$ cat config.mk
export PLATFORM = sky130hd
export DESIGN_NAME = gba_dma_bus_arbiter_flat
export DESIGN_NICKNAME = d
export VERILOG_FILES = /design/src/rtl/gba_dma_bus_arbiter_if.sv /design/src/rtl/gba_dma_bus_arbiter.sv /design/src/flat_wrapper.sv
export SDC_FILE = /design/constraint.sdc
export NUM_CORES = 1
export LEC_CHECK = 0
export ABC_AREA = 1
export ABC_CLOCK_PERIOD_IN_PS = 1420
export BUFFER_PORTS_ARGS = -buffer_cell sky130_fd_sc_hd__buf_2
export CELL_PAD_IN_SITES_DETAIL_PLACEMENT = 1
export CELL_PAD_IN_SITES_GLOBAL_PLACEMENT = 2
export CORE_ASPECT_RATIO = 1.1
export CORE_MARGIN = 2
export CORE_UTILIZATION = 22
export DETAILED_ROUTE_END_ITERATION = 8
export MAX_ROUTING_LAYER = met4
export PLACE_DENSITY = 0.73
export SETUP_SLACK_MARGIN = 0.15
export SKIP_LAST_GASP = 1
export SLEW_MARGIN = 5
export SYNTH_ARGS = -nofsm -noshare
export SYNTH_HDL_FRONTEND = slang
export SYNTH_SLANG_ARGS = --single-unit
$ cat constraint.sdc
create_clock -name clk -period 1.42 [get_ports clk]
set_input_delay 0.284 -clock clk [delete_from_list [all_inputs] [get_ports clk]]
set_output_delay 0.284 -clock clk [all_outputs]
set_load 0.02 [all_outputs]
$ cat src/rtl/gba_dma_bus_arbiter_if.sv
// DMA arbiter bus bundle: channel requests and completion pulses in, grant and status out.
// master drives requests and CPU/memory status; slave is the arbiter.
interface gba_dma_bus_arbiter_if;
    logic [3:0] dma_req;
    logic       dma_unit_done;
    logic       dma_done;
    logic       cpu_preemptable;
    logic       mem_wait;
    logic [3:0] dma_grant;
    logic [1:0] grant_id;
    logic       dma_active;
    logic [7:0] preempt_cnt;

    modport master (
        output dma_req,
        output dma_unit_done,
        output dma_done,
        output cpu_preemptable,
        output mem_wait,
        input  dma_grant,
        input  grant_id,
        input  dma_active,
        input  preempt_cnt
    );

    modport slave (
        input  dma_req,
        input  dma_unit_done,
        input  dma_done,
        input  cpu_preemptable,
        input  mem_wait,
        output dma_grant,
        output grant_id,
        output dma_active,
        output preempt_cnt
    );
endinterface

$ cat src/rtl/gba_dma_bus_arbiter.sv
// Four-channel fixed-priority DMA bus arbiter (bit 0 highest) with a one-cycle CPU turnaround.
// Define GBA_DMA_ARB_PREEMPT_EN to let a higher-priority channel take the bus at a unit boundary.
module gba_dma_bus_arbiter (
    input logic                        clk,
    input logic                        rst_b,
    gba_dma_bus_arbiter_if.slave       dma_io
);

    typedef enum logic [1:0] {StIdle, StArm, StGrant, StTurn} state_e;

    state_e     state_q;
    logic [3:0] grant_q;
    logic [1:0] grant_id_q;
    logic       active_q;

    logic [3:0] pick_onehot;
    logic [1:0] pick_id;
    logic       any_req;
    logic       granted_req;

    assign any_req     = |dma_io.dma_req;
    assign granted_req = |(dma_io.dma_req & grant_q);

    always_comb begin
        pick_onehot = 4'b0000;
        pick_id     = 2'd0;
        casez (dma_io.dma_req)
            4'b???1: begin pick_onehot = 4'b0001; pick_id = 2'd0; end
            4'b??10: begin pick_onehot = 4'b0010; pick_id = 2'd1; end
            4'b?100: begin pick_onehot = 4'b0100; pick_id = 2'd2; end
            4'b1000: begin pick_onehot = 4'b1000; pick_id = 2'd3; end
            default: begin pick_onehot = 4'b0000; pick_id = 2'd0; end
        endcase
    end

`ifdef GBA_DMA_ARB_PREEMPT_EN
    logic [7:0] preempt_cnt_q;
    logic       higher_pend;
    logic       preempt_hit;

    // grant_q is one-hot, so grant_q - 1 masks exactly the higher-priority channels.
    assign higher_pend = |(dma_io.dma_req & (grant_q - 4'd1));
    assign preempt_hit = dma_io.dma_unit_done & ~dma_io.dma_done & higher_pend;
    assign dma_io.preempt_cnt = preempt_cnt_q;
`else
    logic unused_unit_done;
    assign unused_unit_done   = dma_io.dma_unit_done;
    assign dma_io.preempt_cnt = 8'd0;
`endif

    always_ff @(posedge clk) begin
        if (!rst_b) begin
            state_q    <= StIdle;
            grant_q    <= 4'b0000;
            grant_id_q <= 2'd0;
            active_q   <= 1'b0;
`ifdef GBA_DMA_ARB_PREEMPT_EN
            preempt_cnt_q <= 8'd0;
`endif
        end else begin
            unique case (state_q)
                StIdle: begin
                    if (any_req) begin
                        state_q <= StArm;
                    end
                end
                StArm: begin
                    if (!any_req) begin
                        state_q <= StIdle;
                    end else if (dma_io.cpu_preemptable && !dma_io.mem_wait) begin
                        state_q    <= StGrant;
                        grant_q    <= pick_onehot;
                        grant_id_q <= pick_id;
                        active_q   <= 1'b1;
                    end
                end
                StGrant: begin
                    // A stalled access freezes the grant; done, abort and preemption all wait.
                    if (!dma_io.mem_wait) begin
                        if (dma_io.dma_done || !granted_req) begin
                            state_q    <= StTurn;
                            grant_q    <= 4'b0000;
                            grant_id_q <= 2'd0;
                            active_q   <= 1'b0;
                        end
`ifdef GBA_DMA_ARB_PREEMPT_EN
                        else if (preempt_hit) begin
                            grant_q    <= pick_onehot;
                            grant_id_q <= pick_id;
                            if (preempt_cnt_q != 8'hFF) begin
                                preempt_cnt_q <= preempt_cnt_q + 8'd1;
                            end
                        end
`endif
                    end
                end
                StTurn: begin
                    state_q <= StIdle;
                end
                default: begin
                    state_q    <= StIdle;
                    grant_q    <= 4'b0000;
                    grant_id_q <= 2'd0;
                    active_q   <= 1'b0;
                end
            endcase
        end
    end

    assign dma_io.dma_grant  = grant_q;
    assign dma_io.grant_id   = grant_id_q;
    assign dma_io.dma_active = active_q;

    always_ff @(posedge clk) begin
        if (rst_b) begin
            assert ((grant_q & (grant_q - 4'd1)) == 4'b0000)
                else $error("dma_grant not one-hot: %b", grant_q);
            assert ((state_q == StGrant) || (grant_q == 4'b0000))
                else $error("dma_grant set outside GRANT: %b", grant_q);
        end
    end

endmodule
$ cat src/flat_wrapper.sv
// flat-port wrapper written by rule: the top's interface ports become plain ports
module gba_dma_bus_arbiter_flat 
  (clk, rst_b, dma_io_dma_req, dma_io_dma_unit_done, dma_io_dma_done, dma_io_cpu_preemptable, dma_io_mem_wait, dma_io_dma_grant, dma_io_grant_id, dma_io_dma_active, dma_io_preempt_cnt);
  gba_dma_bus_arbiter_if dma_io_i ();
  input logic clk;
  input logic rst_b;
  input wire logic [$bits(dma_io_i.dma_req)-1:0] dma_io_dma_req;
  input wire logic [$bits(dma_io_i.dma_unit_done)-1:0] dma_io_dma_unit_done;
  input wire logic [$bits(dma_io_i.dma_done)-1:0] dma_io_dma_done;
  input wire logic [$bits(dma_io_i.cpu_preemptable)-1:0] dma_io_cpu_preemptable;
  input wire logic [$bits(dma_io_i.mem_wait)-1:0] dma_io_mem_wait;
  output wire logic [$bits(dma_io_i.dma_grant)-1:0] dma_io_dma_grant;
  output wire logic [$bits(dma_io_i.grant_id)-1:0] dma_io_grant_id;
  output wire logic [$bits(dma_io_i.dma_active)-1:0] dma_io_dma_active;
  output wire logic [$bits(dma_io_i.preempt_cnt)-1:0] dma_io_preempt_cnt;
  assign dma_io_i.dma_req = dma_io_dma_req;
  assign dma_io_i.dma_unit_done = dma_io_dma_unit_done;
  assign dma_io_i.dma_done = dma_io_dma_done;
  assign dma_io_i.cpu_preemptable = dma_io_cpu_preemptable;
  assign dma_io_i.mem_wait = dma_io_mem_wait;
  assign dma_io_dma_grant = dma_io_i.dma_grant;
  assign dma_io_grant_id = dma_io_i.grant_id;
  assign dma_io_dma_active = dma_io_i.dma_active;
  assign dma_io_preempt_cnt = dma_io_i.preempt_cnt;
  gba_dma_bus_arbiter u_core (.clk(clk), .rst_b(rst_b), .dma_io(dma_io_i));
endmodule
After elaboration in Yosys (flattened, before gate mapping). Index checks and enable logic that the tools add are counted.

Register bits after elaboration: 9. Input port bits: 10. Output and inout port bits: 15. Logic and storage cells: 50.

Equality and inequality tests: 12. Muxes and demuxes: 23. Bitwise logic cells: 1. Reductions and logical operators: 10.

Operators with widths (count): $mux W2 (9); $mux W4 (4); $pmux W4 S4 (1); $ne A2 B1 Y1 const B (4); $pmux W2 S4 (1); $pmux W4 S2 (1); $reduce_or A4 Y1 (2); $eq A2 B2 Y1 const B (3); $pmux W2 S3 (1); $reduce_and A5 Y1 (1); $and A4 B4 Y4 (1); $eq A4 B4 Y1 const B (1); $mux W1 (4); $pmux W2 S2 (1); $reduce_and A4 Y1 (1); $eq A3 B3 Y1 const B (1); $ne A3 B3 Y1 const B (1); $eq A2 B1 Y1 const B (1); $logic_not A1 Y1 (2); $logic_not A2 Y1 (1); $ne A2 B2 Y1 const B (1); $pmux W1 S2 (1); $reduce_bool A2 Y1 (1); $logic_and A1 B1 Y1 (1); $logic_or A1 B1 Y1 (1).

Longest topological paths before layout.
Word-level depth: 7. Depth in mapped cells: 9. Depth with buffers taken out: 9.

Worst setup path after synthesis. Ideal clock, no wire load.

Path type: reg-to-reg. Start: reg u_core.grant_q[2], in the netlist u_core.dma_io.dma_grant[2]. End: reg u_core.grant_id_q[0], in the netlist u_core.dma_io.grant_id[0]. Library setup time: 112 ps. Data arrival time: 1068 ps. Required time: 1308 ps. Slack: 240 ps. Stages on the path, launching flop included: 7. Path buffers: 0. Clock period less this slack: 1180 ps. Cells stage by stage: dfxtp_1 > nand2_1 > nand2_2 > o21ai_4 > nand4_1 > nor2_1 > nor2_1.

Longest elaborated chain between the ends: 6.

Ends and longest elaborated chain: start, declared (RTL line gba_dma_bus_arbiter.sv:12) `logic [3:0] grant_q;`; start signal, assigned (RTL line gba_dma_bus_arbiter.sv:72) `grant_q <= pick_onehot;`; $and A4 B4 Y4 (RTL line gba_dma_bus_arbiter.sv:22) `assign granted_req = |(dma_io.dma_req & grant_q);`; $reduce_or A4 Y1 (RTL line gba_dma_bus_arbiter.sv:22); $logic_not A1 Y1 (RTL line gba_dma_bus_arbiter.sv:80) `if (dma_io.dma_done || !granted_req) begin`; $logic_or A1 B1 Y1 (RTL line gba_dma_bus_arbiter.sv:80); $ne A2 B1 Y1 (no source line); $reduce_and A5 Y1 (no source line); end signal, assigned (RTL line gba_dma_bus_arbiter.sv:73) `grant_id_q <= pick_id;`; end, declared (RTL line gba_dma_bus_arbiter.sv:13) `logic [1:0] grant_id_q;`.

Every way passes these cells. A chain may end at the register's enable or synchronous reset.

Final worst setup path.
Start: reg u_core.grant_q[3], in the netlist u_core.dma_io.dma_grant[3]. End: reg u_core.grant_id_q[0], in the netlist u_core.dma_io.grant_id[0].

Same word-level chain as after synthesis.

==> results_dict.tcl <==
set metrics [dict create \
    status "finished, final reports clean" \
    grt_pass1_wl_um 2463 \
    drt_wl_total_um 1560 \
    ctsHoldBuffers 0 \
    drc 0 \
    crit_buf_inv 0 \
    pwr_density_cell_nw_per_um2 1992 \
    die_h_um 57.53 \
    antenna_found_initial 0 \
    synth_edf_count 0 \
    yosys.area.top_type "dfxtp_1" \
    ir_drop_mv 0.7155 \
    ant_nets 0 \
    die_x_um 52.66 \
    drive_gt1_frac 0.4364 \
    cts_sinks 9 \
    fin_setup_tns_ns 0 \
    min_from "rst_b" \
    grt_pass1_vias 561 \
    grt_max_degree 8 \
    nNetsFinal 121 \
    rows 19 \
    yosysMostFrequentCell "nand2_1" \
    syn_inst 87 \
    cts-root-buf "clkbuf_4" \
    arrival_ns 1.35 \
    area_delta_synth_final_pct 35.81 \
    place.gp.congestion 0.6849 \
    coreArea_um2 2496 \
    synth_area_um2 573.1 \
    synthAdderAreaFrac 0 \
    setup-violations-final 0 \
    hold_viol_final 0 \
    routed-via-count 592 \
    synth_simple_gate_area_share 0.4105 \
    synth_top_family_by_area "simple AND/OR/NAND/NOR gates" \
    maxCapViolations 0 \
    max_stage_delay_ns 0.34 \
    synth-compound-area-share 0.09170 \
    ctsHtreeMaxLevel 1 \
    drt-initial-drc-count 3 \
    ys_ff_latch 9 \
    multi_input_area_um2 369.1 \
    grt_overflow 0 \
    cts_buffers 3 \
    synthTopCellsByArea "dfxtp_1 (31%), nand2_1 (14%), buf_4 (10%), nor2_1 (7.9%), inv_1 (6.6%)" \
    async_reset_ff_frac 0 \
    yosys.area.top_type_share 0.3144 \
    die_area_um2 3029 \
    dp_hpwl_um 1191 \
    worstPathRequired_ns 1.58 \
    cts_tree "built" \
    cp-start-kind "flip-flop" \
    synthDistinctLibCells 15 \
    synth_xor_area_frac 0 \
    rsz0062_at_grt "true" \
    period_minus_slack_ns 1.187 \
    drtPass1Iterations 4 \
    clkSlewWorstSetupHoldPaths_ns 0.07 \
    ys_top_cells_by_count "nand2_1 (21), nor2_1 (12), inv_1 (10)" \
    io_pins 25 \
    clk_latency_ns 0.27 \
    cp_slowest_cell "dfxtp_2" \
    fin_skew_ns 0.002837 \
    vias_per_cell 4.199 \
    fin_crit_sh 0.8359 \
    power_mw 1.551 \
    synth_top_flop_cell "dfxtp_1" \
    ys_warn_count 0 \
    drv_slew 0 \
    diodes 0 \
    ys_seq_area_frac 0.3144 \
    start_util 0.2296 \
    portBuffers 15 \
    cp_top_family "simple AND/OR/NAND/NOR gates" \
    cts.path.max_buffers 2 \
    muxShareOfSynthArea 0 \
    final_util 0.3118 \
    hold_path_class "input pin to flip-flop" \
    grt_util_all_layers 0.1166 \
    synth.avg_cell_area_um2 6.587 \
    cp_max_fo 4 \
    max_freq_ghz 0.8425 \
    power.leakage_nw 0.3932 \
    crit_chain "nand2_2, nand2_2, o21ai_4, nand4_1, nor2_1, nor2_1" \
    ff_latch_area_um2 190.2 \
    cp-end-kind "flip-flop" \
    crit_start "u_core.dma_io.dma_grant[3]" \
    crit_type "flip-flop to flip-flop" \
    fill_cells 332 \
    post_drt_wl_per_cell_um 11.06 \
    r2r-start "u_core.dma_io.dma_grant[3]" \
]
-- cell type report --
class                      instances  area share
clock buffer                       4     0.03376
inverter                          11     0.05305
multi-input combinational         66      0.4743
sequential                         9      0.2444
tap                               31     0.04984
timing repair buffer              20      0.1447
-- cells in the final DEF, fill, tap and decap left out --
master | synthesis | final
nor2_4 | 0 | 1
a21oi_2 | 0 | 1
clkbuf_1 | 0 | 1
nand3_2 | 0 | 1
a21oi_1 | 6 | 5
conb_1 | 1 | 8
nor2_1 | 12 | 9
nor2_2 | 2 | 4
inv_1 | 10 | 9
a31oi_1 | 1 | 1
nand2_4 | 0 | 3
nand2_1 | 21 | 15
o21ai_4 | 1 | 1
inv_2 | 1 | 2
nand3_1 | 5 | 4
dfxtp_1 | 9 | 5
dfxtp_2 | 0 | 2
buf_4 | 8 | 5
buf_2 | 0 | 15
dfxtp_4 | 0 | 2
nand4_1 | 5 | 5
clkbuf_4 | 0 | 3
nand2_2 | 4 | 7
nand3_4 | 1 | 1
-- where the power goes --
part / leakage [nW] / internal [mW] / switching [mW] / total (mW)
clock: 0.0150 / 0.109 / 0.100 / 0.209
combinational: 0.302 / 0.327 / 0.553 / 0.880
sequential: 0.0759 / 0.371 / 0.0904 / 0.462
-- repair_timing --
action                                  CTS  global route
pin swaps                                 1            10
gates resized for setup                   1            21
endpoints found under the setup margin    1             8
buffers inserted                          0             3
-- path summary, 6_finish.rpt --
path / endpoint / slack (ns) / cells past startpoint
worst max-delay path: u_core.dma_io.grant_id[0] / 0.23 / 6
worst min-delay path: u_core.state_q[0] / 0.27 / 3
worst min register to register: u_core.dma_io.dma_active / 0.47 / 2
worst max register to register: u_core.dma_io.grant_id[0] / 0.23 / 6
-- per-layer routing --
metal	GRT usage	up-vias	wire (um)
met5	-	-	0
met4	0.08791	0	53
met3	0.01571	5	59
met2	0.1696	17	748
met1	0.1433	265	699
li1	-	305	-
-- logic make-up after synthesis --
family                 after synthesis
DFF                                  9
other                                1
and+or+nand+nor                     50
AOI/OAI and AO/OA                    8
buffers and inverters               19
-- per-stage QoR --
stage / hold WS (ns) / worst slack, ns / area, um2 / std cells
2_1_floorplan: 0.4048 / 0.2402 / 599.3 / 94
3_3_place_gp: 0.4511 / 0.1190 / 668.1 / 134
3_5_place_dp: 0.4688 / 0.09018 / 668.1 / 134
4_1_cts: 0.2768 / 0.1718 / 695.7 / 138
5_1_grt: 0.2971 / 0.1058 / 778.2 / 141
6_report: 0.2686 / 0.2330 / 778.2 / 141
-- worst min-delay path, stage by stage --
cell and delay [ns]:
buf_2 0.13, nand2_1 0.06, nor2_1 0.03
No activity file was read; power rests on OpenSTA's default activity.
